`config.mk`:
```
export PLATFORM = sky130hd
export DESIGN_NAME = exe_unit_arbiter_flat
export DESIGN_NICKNAME = d
export VERILOG_FILES = /design/src/rtl/exe_unit_arbiter_pkg.sv /design/src/rtl/exe_unit_arbiter_if.sv /design/src/rtl/exe_unit_arbiter_rr.sv /design/src/rtl/exe_unit_arbiter.sv /design/src/flat_wrapper.sv
export SDC_FILE = /design/constraint.sdc
export NUM_CORES = 1
export LEC_CHECK = 0
export ABC_AREA = 1
export CORE_AREA = 2 2 62 58
export DETAILED_ROUTE_END_ITERATION = 8
export DIE_AREA = 0 0 64 60
export GPL_TIMING_DRIVEN = 0
export HOLD_SLACK_MARGIN = 0.06
export PLACE_DENSITY = 0.76
export SKIP_CTS_REPAIR_TIMING = 1
export SLEW_MARGIN = 40
export SYNTH_ARGS = -nofsm -noshare
export SYNTH_HDL_FRONTEND = slang
export SYNTH_HIERARCHICAL = 1
export SYNTH_SLANG_ARGS = --single-unit
```
`constraint.sdc`:
```
create_clock -name i_clk -period 1.1 [get_ports i_clk]
set_input_delay 0.275 -clock i_clk [delete_from_list [all_inputs] [get_ports i_clk]]
set_output_delay 0.275 -clock i_clk [all_outputs]
set_load 0.05 [all_outputs]
```
`src/rtl/exe_unit_arbiter_pkg.sv`:
```
// exe_arb_pkg: shared types for the two-requester execution unit arbiter.
// Optional statistics counters are enabled with the EXE_ARB_STATS_EN macro.
package exe_arb_pkg;

  localparam int STATUS_W = 4;

  typedef enum logic [1:0] {
    IDLE,
    WAIT,
    RESP
  } state_t;

  typedef logic req_id_t;

endpackage

```
`src/rtl/exe_unit_arbiter_if.sv`:
```
// exe_unit_arbiter_if: request, response and execution-unit signals of the arbiter.
// The slave modport is the arbiter's view; the master modport is the surrounding logic.
// With EXE_ARB_STATS_EN defined the per-requester grant counters are carried here too.
interface exe_unit_arbiter_if
  import exe_arb_pkg::*;
#(
  parameter int m     = 4,
  parameter int n     = 2,
  parameter int CNT_W = 16
);

  logic                  i_req0_valid;
  logic                  o_req0_ready;
  logic [n-1:0]          i_req0_oper;
  logic signed [m-1:0]   i_req0_argA;
  logic signed [m-1:0]   i_req0_argB;

  logic                  i_req1_valid;
  logic                  o_req1_ready;
  logic [n-1:0]          i_req1_oper;
  logic signed [m-1:0]   i_req1_argA;
  logic signed [m-1:0]   i_req1_argB;

  logic                  o_rsp_valid;
  logic                  i_rsp_ready;
  req_id_t               o_rsp_id;
  logic [m-1:0]          o_rsp_result;
  logic [STATUS_W-1:0]   o_rsp_status;

  logic [n-1:0]          o_eu_oper;
  logic signed [m-1:0]   o_eu_argA;
  logic signed [m-1:0]   o_eu_argB;
  logic [m-1:0]          i_eu_result;
  logic [STATUS_W-1:0]   i_eu_status;

  logic                  o_busy;

`ifdef EXE_ARB_STATS_EN
  logic [CNT_W-1:0]      o_cnt0;
  logic [CNT_W-1:0]      o_cnt1;
`endif

  modport slave (
    input  i_req0_valid, i_req0_oper, i_req0_argA, i_req0_argB,
    input  i_req1_valid, i_req1_oper, i_req1_argA, i_req1_argB,
    input  i_rsp_ready, i_eu_result, i_eu_status,
    output o_req0_ready, o_req1_ready,
    output o_rsp_valid, o_rsp_id, o_rsp_result, o_rsp_status,
    output o_eu_oper, o_eu_argA, o_eu_argB,
    output o_busy
`ifdef EXE_ARB_STATS_EN
    , output o_cnt0, o_cnt1
`endif
  );

  modport master (
    output i_req0_valid, i_req0_oper, i_req0_argA, i_req0_argB,
    output i_req1_valid, i_req1_oper, i_req1_argA, i_req1_argB,
    output i_rsp_ready, i_eu_result, i_eu_status,
    input  o_req0_ready, o_req1_ready,
    input  o_rsp_valid, o_rsp_id, o_rsp_result, o_rsp_status,
    input  o_eu_oper, o_eu_argA, o_eu_argB,
    input  o_busy
`ifdef EXE_ARB_STATS_EN
    , input o_cnt0, o_cnt1
`endif
  );

endinterface

```
`src/rtl/exe_unit_arbiter_rr.sv`:
```
// rr_arbiter2: combinational two-way round-robin grant.
// A lone requester always wins; when both ask, the one that did not win last time wins.
module rr_arbiter2
  import exe_arb_pkg::*;
(
  input  logic    valid0,
  input  logic    valid1,
  input  req_id_t last,
  output logic    grant0,
  output logic    grant1,
  output req_id_t winner
);

  // pick the winner from the two valids and the previous winner
  always_comb begin
    grant0 = 1'b0;
    grant1 = 1'b0;
    winner = 1'b0;
    if (valid0 && valid1) begin
      if (last == 1'b1) begin
        grant0 = 1'b1;
        winner = 1'b0;
      end else begin
        grant1 = 1'b1;
        winner = 1'b1;
      end
    end else if (valid0) begin
      grant0 = 1'b1;
      winner = 1'b0;
    end else if (valid1) begin
      grant1 = 1'b1;
      winner = 1'b1;
    end
  end

endmodule

```
`src/rtl/exe_unit_arbiter.sv`:
```
// exe_unit_arbiter: shares one fixed-latency execution unit between two requesters,
// one operation in flight, round-robin between requesters, valid/ready on all ports.
// Define EXE_ARB_STATS_EN to add saturating per-requester accepted-operation counters.
module exe_unit_arbiter
  import exe_arb_pkg::*;
#(
  parameter int m     = 4,
  parameter int n     = 2,
  parameter int LAT   = 1,
  parameter int CNT_W = 16
) (
  input  logic                i_clk,
  input  logic                i_rsn,
  exe_unit_arbiter_if.slave   bus
);

  localparam int LAT_W = (LAT < 1) ? 1 : $clog2(LAT + 1);

  state_t                state_q, state_d;
  logic [LAT_W-1:0]      lat_cnt;
  req_id_t               last_q;
  req_id_t               winner;
  req_id_t               rsp_id_q;
  logic                  grant0, grant1;
  logic                  take, sample;

  logic [n-1:0]          eu_oper_q;
  logic signed [m-1:0]   eu_arg_a_q;
  logic signed [m-1:0]   eu_arg_b_q;
  logic [m-1:0]          rsp_result_q;
  logic [STATUS_W-1:0]   rsp_status_q;

  rr_arbiter2 u_rr (
    .valid0 (bus.i_req0_valid),
    .valid1 (bus.i_req1_valid),
    .last   (last_q),
    .grant0 (grant0),
    .grant1 (grant1),
    .winner (winner)
  );

  // next state, accept/sample strobes and request readies; readies are held low while in reset
  always_comb begin
    state_d          = state_q;
    take             = 1'b0;
    sample           = 1'b0;
    bus.o_req0_ready = 1'b0;
    bus.o_req1_ready = 1'b0;
    case (state_q)
      IDLE: begin
        bus.o_req0_ready = grant0 & i_rsn;
        bus.o_req1_ready = grant1 & i_rsn;
        if (grant0 || grant1) begin
          take    = 1'b1;
          state_d = WAIT;
        end
      end
      WAIT: begin
        if (lat_cnt == '0) begin
          sample  = 1'b1;
          state_d = RESP;
        end
      end
      RESP: begin
        if (bus.i_rsp_ready) begin
          state_d = IDLE;
        end
      end
      default: state_d = IDLE;
    endcase
  end

  // state register; reset drops any operation or response in flight
  always_ff @(posedge i_clk or negedge i_rsn) begin
    if (!i_rsn) begin
      state_q <= IDLE;
    end else begin
      state_q <= state_d;
    end
  end

  // latency countdown: loaded on accept, counts down to zero while waiting
  always_ff @(posedge i_clk or negedge i_rsn) begin
    if (!i_rsn) begin
      lat_cnt <= '0;
    end else if (take) begin
      lat_cnt <= LAT_W'(LAT);
    end else if (state_q == WAIT && lat_cnt != '0) begin
      lat_cnt <= lat_cnt - 1'b1;
    end
  end

  // capture the winner's operation, its id and the round-robin history on accept
  always_ff @(posedge i_clk or negedge i_rsn) begin
    if (!i_rsn) begin
      eu_oper_q  <= '0;
      eu_arg_a_q <= '0;
      eu_arg_b_q <= '0;
      rsp_id_q   <= 1'b0;
      last_q     <= 1'b1;
    end else if (take) begin
      rsp_id_q <= winner;
      last_q   <= winner;
      if (winner == 1'b1) begin
        eu_oper_q  <= bus.i_req1_oper;
        eu_arg_a_q <= bus.i_req1_argA;
        eu_arg_b_q <= bus.i_req1_argB;
      end else begin
        eu_oper_q  <= bus.i_req0_oper;
        eu_arg_a_q <= bus.i_req0_argA;
        eu_arg_b_q <= bus.i_req0_argB;
      end
    end
  end

  // sample the execution unit outputs once the latency has elapsed
  always_ff @(posedge i_clk or negedge i_rsn) begin
    if (!i_rsn) begin
      rsp_result_q <= '0;
      rsp_status_q <= '0;
    end else if (sample) begin
      rsp_result_q <= bus.i_eu_result;
      rsp_status_q <= bus.i_eu_status;
    end
  end

  assign bus.o_eu_oper    = eu_oper_q;
  assign bus.o_eu_argA    = eu_arg_a_q;
  assign bus.o_eu_argB    = eu_arg_b_q;
  assign bus.o_rsp_valid  = (state_q == RESP);
  assign bus.o_rsp_id     = rsp_id_q;
  assign bus.o_rsp_result = rsp_result_q;
  assign bus.o_rsp_status = rsp_status_q;
  assign bus.o_busy       = (state_q != IDLE);

`ifdef EXE_ARB_STATS_EN
  logic [CNT_W-1:0] cnt0_q, cnt1_q;

  // count accepted operations per requester, sticking at all-ones
  always_ff @(posedge i_clk or negedge i_rsn) begin
    if (!i_rsn) begin
      cnt0_q <= '0;
      cnt1_q <= '0;
    end else if (take) begin
      if (winner == 1'b0 && cnt0_q != '1) begin
        cnt0_q <= cnt0_q + 1'b1;
      end
      if (winner == 1'b1 && cnt1_q != '1) begin
        cnt1_q <= cnt1_q + 1'b1;
      end
    end
  end

  assign bus.o_cnt0 = cnt0_q;
  assign bus.o_cnt1 = cnt1_q;
`endif

endmodule
```
`src/flat_wrapper.sv`:
```
// flat-port wrapper written by rule: the top's interface ports become plain ports
module exe_unit_arbiter_flat import exe_arb_pkg::*;
#(
  parameter int m     = 4,
  parameter int n     = 2,
  parameter int LAT   = 1,
  parameter int CNT_W = 16
)
  (i_clk, i_rsn, bus_i_req0_valid, bus_i_req0_oper, bus_i_req0_argA, bus_i_req0_argB, bus_i_req1_valid, bus_i_req1_oper, bus_i_req1_argA, bus_i_req1_argB, bus_i_rsp_ready, bus_i_eu_result, bus_i_eu_status, bus_o_req0_ready, bus_o_req1_ready, bus_o_rsp_valid, bus_o_rsp_id, bus_o_rsp_result, bus_o_rsp_status, bus_o_eu_oper, bus_o_eu_argA, bus_o_eu_argB, bus_o_busy);
  exe_unit_arbiter_if #(.m(m), .n(n), .CNT_W(CNT_W)) bus_i ();
  input  logic i_clk;
  input  logic i_rsn;
  input wire logic [$bits(bus_i.i_req0_valid)-1:0] bus_i_req0_valid;
  input wire logic [$bits(bus_i.i_req0_oper)-1:0] bus_i_req0_oper;
  input wire logic [$bits(bus_i.i_req0_argA)-1:0] bus_i_req0_argA;
  input wire logic [$bits(bus_i.i_req0_argB)-1:0] bus_i_req0_argB;
  input wire logic [$bits(bus_i.i_req1_valid)-1:0] bus_i_req1_valid;
  input wire logic [$bits(bus_i.i_req1_oper)-1:0] bus_i_req1_oper;
  input wire logic [$bits(bus_i.i_req1_argA)-1:0] bus_i_req1_argA;
  input wire logic [$bits(bus_i.i_req1_argB)-1:0] bus_i_req1_argB;
  input wire logic [$bits(bus_i.i_rsp_ready)-1:0] bus_i_rsp_ready;
  input wire logic [$bits(bus_i.i_eu_result)-1:0] bus_i_eu_result;
  input wire logic [$bits(bus_i.i_eu_status)-1:0] bus_i_eu_status;
  output wire logic [$bits(bus_i.o_req0_ready)-1:0] bus_o_req0_ready;
  output wire logic [$bits(bus_i.o_req1_ready)-1:0] bus_o_req1_ready;
  output wire logic [$bits(bus_i.o_rsp_valid)-1:0] bus_o_rsp_valid;
  output wire logic [$bits(bus_i.o_rsp_id)-1:0] bus_o_rsp_id;
  output wire logic [$bits(bus_i.o_rsp_result)-1:0] bus_o_rsp_result;
  output wire logic [$bits(bus_i.o_rsp_status)-1:0] bus_o_rsp_status;
  output wire logic [$bits(bus_i.o_eu_oper)-1:0] bus_o_eu_oper;
  output wire logic [$bits(bus_i.o_eu_argA)-1:0] bus_o_eu_argA;
  output wire logic [$bits(bus_i.o_eu_argB)-1:0] bus_o_eu_argB;
  output wire logic [$bits(bus_i.o_busy)-1:0] bus_o_busy;
  assign bus_i.i_req0_valid = bus_i_req0_valid;
  assign bus_i.i_req0_oper = bus_i_req0_oper;
  assign bus_i.i_req0_argA = bus_i_req0_argA;
  assign bus_i.i_req0_argB = bus_i_req0_argB;
  assign bus_i.i_req1_valid = bus_i_req1_valid;
  assign bus_i.i_req1_oper = bus_i_req1_oper;
  assign bus_i.i_req1_argA = bus_i_req1_argA;
  assign bus_i.i_req1_argB = bus_i_req1_argB;
  assign bus_i.i_rsp_ready = bus_i_rsp_ready;
  assign bus_i.i_eu_result = bus_i_eu_result;
  assign bus_i.i_eu_status = bus_i_eu_status;
  assign bus_o_req0_ready = bus_i.o_req0_ready;
  assign bus_o_req1_ready = bus_i.o_req1_ready;
  assign bus_o_rsp_valid = bus_i.o_rsp_valid;
  assign bus_o_rsp_id = bus_i.o_rsp_id;
  assign bus_o_rsp_result = bus_i.o_rsp_result;
  assign bus_o_rsp_status = bus_i.o_rsp_status;
  assign bus_o_eu_oper = bus_i.o_eu_oper;
  assign bus_o_eu_argA = bus_i.o_eu_argA;
  assign bus_o_eu_argB = bus_i.o_eu_argB;
  assign bus_o_busy = bus_i.o_busy;
  exe_unit_arbiter #(.m(m), .n(n), .LAT(LAT), .CNT_W(CNT_W)) u_core (.i_clk(i_clk), .i_rsn(i_rsn), .bus(bus_i));
endmodule
```
==> results.md <==
* Number of DRC markers after the initial detailed-route iteration at 39
* Sequential standard cell area at just under 600 um^2
* Layout filler cell count at 306
* Distinct cell type count of the synthesized netlist at 18
* Critical path capture point type: primary output
* Final worst slack at -0.597 ns
* Residual overflow from global routing at 0
* Worst Path Max Fanout at 3
* Path class of the lowest-slack min-delay path: in2async
* Critical Path, Cell by Cell: nand3_2, nand2_2, inv_2, nor3_4, buf_6
* Highest clock rate at a little under 0.6 GHz
* Avg Vias per Cell at ~4.2
* RePlAce Congestion at 0.733
* Slowest stage cell, crit path: dfstp_2
* Initial cell density of the core at 0.338
* IR drop worst, VDD at 1.23 mV
* Final cell count without fillers at 260
* Final count of negative-setup-slack endpoints at 37
* Count of boundary I/O pins at 56
* Number of max-slew violations in the final report at 0
* Wirelength, routed at between 2000 and 3000 um
* Syn Inst Count at 144
* Syn nets at 177
* Clk root buf: clkbuf_4
* Relative area change from synthesis to final layout at 80.8%
* Period utilization at 1.54
* Share of the yosys chip area belonging to registers at 0.529
* Register clock-pin slew on the reported worst setup and hold paths at 0.12 ns
* Via Count at around 1.1k
* Chip height at 60 um
* Level count of the clock H-tree at 1
* Number of antenna violations at the first check in global routing at 0
* Run status: complete, but fails checks
* Half-perimeter wire length of the detailed placement result at 1980 um
* Share of the core filled with cells in the final layout at 0.610
* Worst hold slack after final layout at -0.132 ns
* Fin Setup TNS at -7.15 ns
* Total area of multi-input combinational cells at around 540 um^2
* Buffering stage count on the worst path with inverters included at 2
* Slew headroom at 0.784
* Minimum clock period at 1.70 ns
* Die area at 3840 um^2
* Global-route wire length before repair at 4410 um
* Hold Fails Final Rpt at 22
* Std-Cell Core Area at approximately 3200 um^2
* CP Launch Type: flop
* Maximum number of pins on one net before global-route repair at 25
* Gate family responsible for the most delay along the worst path: flip-flops
* Slowest Stage Delay on Critical Path at 0.60 ns
* Count of state elements after synthesis at 23
* Post-route ant nets at 0
* Failing checks: hold timing, setup timing
* Worst-skew pair later-pin latency at about 0.31 ns
* Share of cells above drive strength 1 at 0.315
* Vias in the first global route at 1016
* Avg Inst Size Synth at 7.57 um^2
* DR pass1 iterations at 4
* Number of clock buffers inserted by TritonCTS at 3
* Maximum Capacitance Violations at 0
* Critical path type: reg2out
* Port buffer count at 55
* Max clock buf depth at 2
* Cell area after synthesis at 1090 um^2
* RSZ-0062 raised after global routing: yes
* Worst clock skew at 0.00372 ns
* Detailed-route wire length per cell at 11.4 um
* P per Cell Area at 3000 nW/um^2
* Pwr Total at 5.90 mW
* Final net count at 250
* Die outline width at 64 um
* Placement Rows at 20
* YS warnings at 6
* Lkg Pwr at 1.03 nW
* Required time reported for the critical path endpoint at 0.82 ns
* Critical Path AT at 1.42 ns
* Count of inserted antenna diode cells at 0
* Measured slew at the worst slew-check pin at 0.324 ns
* Sinks on the clock net at 23
* Clock tree from TritonCTS: built
* GR Util All Layers at 0.148
* Number of placed cells counting well taps at 243
* DRC errors left at 0
-- cells by family after synthesis --
kind of cell / Yosys count / share of synthesized area
buf+inv: 12 / 0.0528
compound gates: 4 / 0.0184
flops: 23 / 0.529
simple gates: 105 / 0.400
-- synth_stat cells, drive strengths merged --
cell / count / share of area
a21oi: 1 / 0.0046
buf: 3 / 0.022
dfrtp: 22 / 0.51
dfstp: 1 / 0.024
inv: 9 / 0.031
nand2: 95 / 0.33
nand3: 2 / 0.0092
nor2: 6 / 0.047
nor3: 2 / 0.0092
o21ai: 3 / 0.014
-- path summary, 6_finish.rpt --
path / startpoint / endpoint / depth (start not counted) / slack [ns]
max in group asynchronous: i_rsn / u_core/last_q / 1 / 0.94
max reg2reg: u_core/last_q / u_core/bus.o_eu_oper[0] / 7 / -0.36
max: u_core/last_q / bus_o_req0_ready / 5 / -0.60
min reg2reg: u_core/bus.o_eu_argA[2] / u_core/bus.o_eu_argA[2] / 2 / 0.51
min: i_rsn / u_core/bus.o_eu_argB[2] / 1 / -0.13
min in group i_clk: bus_i_eu_status[0] / u_core/bus.o_rsp_status[0] / 3 / 0.48
-- layer usage --
metal	global-route usage	vias up	routed length (um)
met5	0	-	0
met4	0.0652	0	27
met3	0.0169	2	96
met2	0.253	26	1520
met1	0.193	497	1310
li1	-	575	-
-- worst reg2reg max path: stages, from the launching register on --
cell	delay, ns
dfstp_2	0.60
a21oi_4	0.07
buf_4	0.14
buf_4	0.12
nor2_2	0.21
nor2_8	0.09
nand2_1	0.07
nand2_1	0.06
-- metrics by stage --
stage                     worst slack, ns  hold WS [ns]  cell area [um^2]
final                              -0.597        -0.132              1970
after global routing               -0.658        -0.136              1970
after CTS                           -1.27       -0.0650              1780
after detailed placement            -1.26         0.285              1750
after global placement              -2.02         0.454              1760
after floorplan                    -0.326       -0.0206              1150
-- registers in the layout, summed over array words and instances, names as in the netlist, 2 cells and up --
signal	flops
u_core/bus.o_eu_argA	4
u_core/bus.o_eu_argB	4
u_core/bus.o_eu_oper	2
u_core/bus.o_rsp_result	4
u_core/bus.o_rsp_status	4
u_core/state_q	2
-- final cells by class --
cell class | instances | area share
multi-input cells | 109 | 0.272
clock inverters | 1 | 0.00254
plain buffers | 2 | 0.0152
repair buffers | 69 | 0.360
inverters | 9 | 0.0184
well taps | 44 | 0.0279
clock buffers | 3 | 0.0114
flip-flops and latches | 23 | 0.293
-- power by group --
part	switching [mW]	total, mW	internal (mW)
Sequential	0.314	1.58	1.26
Clock	0.256	0.391	0.136
Combinational	2.42	3.93	1.51
Total	2.99	5.90	2.91
-- placed cells by master, fill, tap and decap left out --
cell,instances
buf_4,13
nor2_2,3
clkbuf_16,1
clkdlybuf4s50_1,30
nand2_2,4
a21oi_4,1
buf_6,21
inv_4,1
inv_2,5
dfrtp_1,22
dlymetal6s2s_1,1
buf_8,4
o21ai_0,2
nor3_4,2
nand2_8,1
clkbuf_4,4
nand2_1,89
nand2_4,1
nor2_4,2
inv_1,3
clkinv_2,1
nand3_2,2
o21ai_1,1
dfstp_2,1
nor2_8,1
Power figures use the tool's default switching activity.
